[src/rtl/npu_pkg.sv]
`default_nettype none
// ============================================================================
// Module   : npu_pkg
// Brief    : Shared constants for the NPU vector engine: default sizing and
//            FSM state encodings.
// Revision : 1.0 - initial release
// ============================================================================
package npu_pkg;

  // Default sizing of the engine
  localparam int c_DEF_LANES      = 4;
  localparam int c_DEF_DW         = 8;
  localparam int c_DEF_ACCW       = 24;
  localparam int c_DEF_FIFO_DEPTH = 8;

  // FSM state encodings (STATE_DEBUG exposes these zero-extended to 4 bits)
  localparam logic [2:0] c_ST_IDLE = 3'd0;
  localparam logic [2:0] c_ST_ACC  = 3'd1;
  localparam logic [2:0] c_ST_POST = 3'd2;
  localparam logic [2:0] c_ST_PUSH = 3'd3;
  localparam logic [2:0] c_ST_FIN  = 3'd4;

endpackage
`default_nettype wire

[src/rtl/npu_sync_fifo.sv]
`default_nettype none
// ============================================================================
// Module   : npu_sync_fifo
// Brief    : Single-clock first-word-fall-through FIFO. Full/empty come from
//            an occupancy count one bit wider than the pointers. Pushes while
//            full and pops while empty are dropped internally.
// Revision : 1.0 - initial release
// ============================================================================
module npu_sync_fifo #(
  parameter int WIDTH = 32,
  parameter int DEPTH = 8
) (
  input  logic             clk,
  input  logic             rst,
  input  logic             i_push,
  input  logic             i_pop,
  input  logic [WIDTH-1:0] i_wdata,
  output logic [WIDTH-1:0] o_rdata,
  output logic             o_full,
  output logic             o_empty
);

  localparam int c_AW = $clog2(DEPTH);

  logic [WIDTH-1:0] r_mem [DEPTH];
  logic [c_AW-1:0]  r_wr_ptr;
  logic [c_AW-1:0]  r_rd_ptr;
  logic [c_AW:0]    r_count;
  logic             w_do_push;
  logic             w_do_pop;

  assign o_full    = (r_count == (c_AW+1)'(DEPTH));
  assign o_empty   = (r_count == '0);
  assign w_do_push = i_push && !o_full;
  assign w_do_pop  = i_pop && !o_empty;

  // Head word falls through; forced to zero when nothing is stored
  assign o_rdata = o_empty ? '0 : r_mem[r_rd_ptr];

  // Storage array, written only on an accepted push
  always_ff @(posedge clk) begin
    if (w_do_push) begin
      r_mem[r_wr_ptr] <= i_wdata;
    end
  end

  // Pointers wrap naturally because DEPTH is a power of two
  always_ff @(posedge clk or posedge rst) begin
    if (rst) begin
      r_wr_ptr <= '0;
      r_rd_ptr <= '0;
    end else begin
      if (w_do_push) r_wr_ptr <= r_wr_ptr + c_AW'(1);
      if (w_do_pop)  r_rd_ptr <= r_rd_ptr + c_AW'(1);
    end
  end

  // Occupancy count; simultaneous push and pop leaves it unchanged
  always_ff @(posedge clk or posedge rst) begin
    if (rst) begin
      r_count <= '0;
    end else begin
      case ({w_do_push, w_do_pop})
        2'b10:   r_count <= r_count + (c_AW+1)'(1);
        2'b01:   r_count <= r_count - (c_AW+1)'(1);
        default: r_count <= r_count;
      endcase
    end
  end

endmodule
`default_nettype wire

[src/rtl/npu_vec_engine.sv]
`default_nettype none
// ============================================================================
// Module   : npu_vec_engine
// Brief    : Multi-lane signed MAC engine. Accumulates LEN beats of
//            data*weight per lane, then adds bias, applies optional ReLU,
//            arithmetic right shift and saturation, and queues the result
//            vector in an output FIFO.
// Revision : 1.0 - initial release
// ============================================================================
module npu_vec_engine
  import npu_pkg::*;
#(
  parameter int LANES      = c_DEF_LANES,
  parameter int DW         = c_DEF_DW,
  parameter int ACCW       = c_DEF_ACCW,
  parameter int FIFO_DEPTH = c_DEF_FIFO_DEPTH
) (
  input  logic                CLKEXT,
  input  logic                RST_GLO,
  input  logic                START,
  input  logic [7:0]          LEN,
  input  logic [3:0]          MODE,
  input  logic [DW-1:0]       BIAS_IN,
  input  logic                IN_VALID,
  output logic                IN_READY,
  input  logic [LANES*DW-1:0] D_IN,
  input  logic [LANES*DW-1:0] W_IN,
  output logic                OUT_VALID,
  input  logic                OUT_READY,
  output logic [LANES*DW-1:0] D_OUT,
  output logic                FIFO_FULL,
  output logic                FIFO_EMPTY,
  output logic                BUSY,
  output logic                DONE,
  output logic [3:0]          STATE_DEBUG
);

  logic [2:0]          r_state;
  logic [2:0]          w_state_nxt;
  logic [7:0]          r_len;
  logic [7:0]          r_cnt;
  logic [3:0]          r_mode;
  logic [DW-1:0]       r_bias;
  logic [LANES*DW-1:0] r_res;
  logic [LANES*DW-1:0] w_post;
  logic                w_start;
  logic                w_beat;
  logic                w_last_beat;
  logic                w_push;
  logic                w_full;
  logic                w_empty;

  // START is only honoured from IDLE
  assign w_start     = START && (r_state == c_ST_IDLE);
  assign IN_READY    = (r_state == c_ST_ACC);
  assign w_beat      = IN_VALID && IN_READY;
  assign w_last_beat = w_beat && ((r_cnt + 8'd1) == r_len);
  // Never push into a full FIFO; a same-cycle pop does not free the slot yet
  assign w_push      = (r_state == c_ST_PUSH) && !w_full;

  assign BUSY        = (r_state != c_ST_IDLE);
  assign DONE        = (r_state == c_ST_FIN);
  assign STATE_DEBUG = {1'b0, r_state};
  assign OUT_VALID   = !w_empty;
  assign FIFO_FULL   = w_full;
  assign FIFO_EMPTY  = w_empty;

  // Next-state decode for the job sequencer
  always_comb begin
    w_state_nxt = r_state;
    case (r_state)
      c_ST_IDLE: if (START) w_state_nxt = (LEN == 8'd0) ? c_ST_POST : c_ST_ACC;
      c_ST_ACC:  if (w_last_beat) w_state_nxt = c_ST_POST;
      c_ST_POST: w_state_nxt = c_ST_PUSH;
      c_ST_PUSH: if (!w_full) w_state_nxt = c_ST_FIN;
      c_ST_FIN:  w_state_nxt = c_ST_IDLE;
      default:   w_state_nxt = c_ST_IDLE;
    endcase
  end

  // State register
  always_ff @(posedge CLKEXT or posedge RST_GLO) begin
    if (RST_GLO) r_state <= c_ST_IDLE;
    else         r_state <= w_state_nxt;
  end

  // Job configuration latch and beat counter
  always_ff @(posedge CLKEXT or posedge RST_GLO) begin
    if (RST_GLO) begin
      r_len  <= '0;
      r_mode <= '0;
      r_bias <= '0;
      r_cnt  <= '0;
    end else if (w_start) begin
      r_len  <= LEN;
      r_mode <= MODE;
      r_bias <= BIAS_IN;
      r_cnt  <= '0;
    end else if (w_beat) begin
      r_cnt  <= r_cnt + 8'd1;
    end
  end

  for (genvar i = 0; i < LANES; i++) begin : g_lane
    logic signed [ACCW-1:0] r_acc;
    logic signed [2*DW-1:0] w_d;
    logic signed [2*DW-1:0] w_w;
    logic signed [2*DW-1:0] w_prod;
    logic signed [ACCW-1:0] w_sum;
    logic signed [ACCW-1:0] w_relu;
    logic signed [ACCW-1:0] w_shift;
    logic [ACCW-DW:0]       w_upper;
    logic [DW-1:0]          w_sat;

    // Operands widened to the full product width so the product is exact
    assign w_d    = {{DW{D_IN[i*DW+DW-1]}}, D_IN[i*DW +: DW]};
    assign w_w    = {{DW{W_IN[i*DW+DW-1]}}, W_IN[i*DW +: DW]};
    assign w_prod = w_d * w_w;

    // Per-lane accumulator, cleared at job start, wraps modulo 2^ACCW
    always_ff @(posedge CLKEXT or posedge RST_GLO) begin
      if (RST_GLO)     r_acc <= '0;
      else if (w_start) r_acc <= '0;
      else if (w_beat)  r_acc <= r_acc + {{(ACCW-2*DW){w_prod[2*DW-1]}}, w_prod};
    end

    assign w_sum   = r_acc + {{(ACCW-DW){r_bias[DW-1]}}, r_bias};
    assign w_relu  = (r_mode[0] && w_sum[ACCW-1]) ? '0 : w_sum;
    assign w_shift = w_relu >>> r_mode[3:1];
    // In range iff every bit from the DW-1 sign position upward agrees
    assign w_upper = w_shift[ACCW-1:DW-1];

    // Saturate the shifted value to the signed DW range
    always_comb begin
      w_sat = w_shift[DW-1:0];
      if (!((&w_upper) || !(|w_upper))) begin
        w_sat = w_shift[ACCW-1] ? {1'b1, {(DW-1){1'b0}}} : {1'b0, {(DW-1){1'b1}}};
      end
    end

    assign w_post[i*DW +: DW] = w_sat;
  end

  // Result register, loaded during the single POST cycle
  always_ff @(posedge CLKEXT or posedge RST_GLO) begin
    if (RST_GLO)                  r_res <= '0;
    else if (r_state == c_ST_POST) r_res <= w_post;
  end

  npu_sync_fifo #(
    .WIDTH (LANES*DW),
    .DEPTH (FIFO_DEPTH)
  ) u_out_fifo (
    .clk     (CLKEXT),
    .rst     (RST_GLO),
    .i_push  (w_push),
    .i_pop   (OUT_READY),
    .i_wdata (r_res),
    .o_rdata (D_OUT),
    .o_full  (w_full),
    .o_empty (w_empty)
  );

endmodule
`default_nettype wire

[config.mk]
export PLATFORM = sky130hd
export DESIGN_NAME = npu_vec_engine
export DESIGN_NICKNAME = d
export VERILOG_FILES = /design/src/rtl/npu_pkg.sv /design/src/rtl/npu_sync_fifo.sv /design/src/rtl/npu_vec_engine.sv
export SDC_FILE = /design/constraint.sdc
export NUM_CORES = 2
export LEC_CHECK = 0
export BUFFER_PORTS_ARGS = -buffer_cell sky130_fd_sc_hd__buf_2
export CAP_MARGIN = 20
export CORE_MARGIN = 3
export CORE_UTILIZATION = 58
export CTS_CLUSTER_DIAMETER = 120
export DETAILED_ROUTE_END_ITERATION = 16
export GPL_ROUTABILITY_DRIVEN = 0
export PLACE_DENSITY = 0.78
export SLEW_MARGIN = 15
export SYNTH_ARGS = -nofsm -noshare
export SYNTH_HDL_FRONTEND = slang
export SYNTH_SLANG_ARGS = --single-unit
[constraint.sdc]
create_clock -name CLKEXT -period 5.3 [get_ports CLKEXT]
set_clock_uncertainty 0.15 [all_clocks]
set_input_delay 0.53 -clock CLKEXT [delete_from_list [all_inputs] [get_ports CLKEXT]]
set_output_delay 0.53 -clock CLKEXT [all_outputs]
set_load 0.1 [all_outputs]
==> reports/results.txt <==
Yosys cell types -> 100
FP Rows -> 96
Routed vias -> 34727
I/O Buffers -> 129
Initial antenna violation count -> 1
Worst-Skew Late Latency -> 0.63 ns
Number of global-route vias before repair -> 34549
Mean Syn Cell Area -> 9.52 um2
WHS -> 0.0594 ns
Area Overhead vs Synth -> 20.9%
Setup Crit Path Kind -> input pin to register
Die height -> 270 um
Multi-input logic area -> 0.0278 mm2
# placed instances -> 5600
Final setup fails -> 37
Die area -> 0.0731 mm2
Inserted Clock Buffers -> 44
Most common cell after layout, fill and taps aside -> buf_4
Syn Nets -> 4880
Total congestion overflow -> 0
Routed length per placed instance -> 18.5 um
I/O Pins -> 131
Sequential share of the synthesized area -> 0.294
Max frequency -> 158 MHz
Vias/cell -> 6.03
Layout cell share with drive strength beyond 1 -> 0.229
First-pass iteration count of the detailed router -> 6
DRC viols -> 0
CTS tree -> built
Worst hold path class -> input pin to register
Commonest non-fill, non-tap cells in the layout -> buf_4, inv_1, nand2_1
Max Root-Sink Buffers -> 3
Max cap viols -> 0
Die W -> 270 um
Unrepaired setup endpoints after global routing -> yes
Main flop type after synthesis -> edfxtp_1
Filler Cells Inserted -> 4937
H-tree levels -> 2
Number of synthesized flops with an enable pin -> 256
Worst-path maximum fanout -> 3
Final Cycle Share -> 1.19
Share of the synthesized area in the top cell type -> 0.190
First-pass GRT wire length -> 172000 um
Hold Fails Final Rpt -> 0
Clock Root Buffer -> clkbuf_16
Max-slew headroom -> 0.203
Clk slew on worst S/H paths -> 0.07 ns
Cell area after layout -> 0.0490 mm2
Worst setup EP type -> register
CP peak stage delay -> 0.59 ns
WL final -> 107000 um
Pin count of the biggest net entering global routing -> 100
Slew Viols, Final -> 0
DRT iter0 DRCs -> 2782
CP Launch Type -> input pin
Sink Count -> 425
Required time of the critical path -> 5.65 ns
Final HPWL DP -> 75600 um
Fin crit period -> 6.31 ns
Core area -> 0.0689 mm2
Worst setup margin -> -1.01 ns
Placed Area -> 0.0457 mm2
Worst slack, placed -> -1.76 ns
Initial core utilization -> 0.588
#FFs+latches synth -> 425
Largest area contributor in the netlist -> edfxtp_1
Slowest cell on crit path -> fa_1
Synth Instances -> 4256
GRT Resource Usage Total -> 0.284
Post-synthesis cell area -> 0.0405 mm2
Least-Margin Pin Slew -> 1.20 ns
Layout net count -> 5411
Worst Path Arrival -> 6.66 ns
Violated checks -> negative setup slack
Status -> complete, but fails checks
Top cells by area, synth -> edfxtp_1, fa_1, dfrtp_1, ha_1, mux4_2
Reg area -> 0.0119 mm2
DRT antenna net count -> 0
Asr flop ratio synth -> 0.398
Synth warn -> 0
Fin cells -> 5755
==> kinds of logic after synthesis <==
group,Yosys count,synth area share
compound gates,992,0.164
fa+ha+maj,535,0.208
other cells,1,0.0000926
buf+inv,586,0.0545
flops,425,0.294
mux,205,0.0762
simple gates,1299,0.157
xor+xnor,213,0.0460
==> area by class of cell <==
type / count / area share
clock buffer: 48 / 0.0232
sequential: 425 / 0.244
timing repair buffer: 641 / 0.0994
antenna: 1 / 0.0000511
inverter: 430 / 0.0331
multi-input combinational: 3245 / 0.568
clock inverter: 34 / 0.00889
tap: 931 / 0.0238
==> sequential cells by signal, indices dropped and copies added, names as in the netlist <==
name	flops
g_lane.r_acc	96
r_bias	8
r_cnt	8
r_len	8
r_mode	4
r_res	32
r_state	3
u_out_fifo.r_count	4
u_out_fifo.r_mem	256
u_out_fifo.r_rd_ptr	3
u_out_fifo.r_wr_ptr	3
==> synthesized netlist by cell type (16+ instances only) <==
| library cell | instances |
|---|---|
| a211oi_1 | 49 |
| a21o_1 | 73 |
| a21oi_1 | 232 |
| a22o_1 | 16 |
| a31oi_1 | 29 |
| and2_1 | 195 |
| and3_1 | 44 |
| buf_1 | 25 |
| clkbuf_1 | 126 |
| dfrtp_1 | 169 |
| edfxtp_1 | 256 |
| fa_1 | 229 |
| ha_1 | 306 |
| inv_1 | 427 |
| mux2_2 | 27 |
| mux2i_1 | 97 |
| mux4_2 | 80 |
| nand2_1 | 380 |
| nand2b_1 | 44 |
| nand3_1 | 81 |
| nand4_1 | 19 |
| nor2_1 | 279 |
| nor2b_1 | 56 |
| nor3_1 | 87 |
| nor4_1 | 18 |
| o211ai_1 | 46 |
| o21a_1 | 27 |
| o21ai_0 | 206 |
| o21ai_1 | 17 |
| o21bai_1 | 35 |
| o22ai_1 | 17 |
| o31ai_1 | 37 |
| or2_2 | 19 |
| or3_1 | 25 |
| xnor2_1 | 130 |
| xor2_1 | 83 |
==> per-layer routing <==
metal	wire (um)	share of wire	up-vias	track usage
met3	7720	0.072	221	0.0429
met5	0	0	-	0
met1	42900	0.40	17055	0.372
met4	2560	0.024	0	0.0642
met2	53400	0.50	1212	0.501
li1	-	-	16239	-
==> critical path: cells and delay by family <==
family | cells | cell delay [ns]
adder cells (fa/ha/maj) | 6 | 2.71
AO/OA/AOI/OAI | 11 | 1.67
buffers and inverters | 8 | 0.56
AND/OR/NAND/NOR | 5 | 0.56
multiplexers | 1 | 0.52
XOR/XNOR | 1 | 0.14
==> through the flow <==
step	setup TNS (ns)	util
after global routing	-22.11	0.710
final	-13.82	0.710
after CTS	-8.22	0.698
after floorplan	-19.42	-
after detailed placement	-41.78	0.662
after global placement	-37.14	0.662
==> final timing paths <==
kind / from / to / slack, ns / cells past startpoint
worst max-delay path: D_IN[21] / g_lane[2].r_acc[23] / -1.01 / 32
worst min-delay path: BIAS_IN[4] / r_bias[4] / 0.06 / 3
worst max register to register: r_bias[0] / r_res[6] / 0.19 / 16
worst min register to register: r_len[3] / r_len[3] / 0.35 / 2
max in group asynchronous: RST_GLO / g_lane[0].r_acc[4] / 3.55 / 4
min in group asynchronous: RST_GLO / g_lane[1].r_acc[2] / 0.41 / 3
==> repair_timing <==
item	CTS	global route
resized for setup	122	159
hold buffers	17	0
setup endpoints to repair	34	74
buffers inserted	32	32
pin swaps	75	106
hold endpoints to repair	86	0
Power is left out: the tool's default activity adds up to more than one toggle a clock period on the data nets, which glitch-free logic cannot reach.
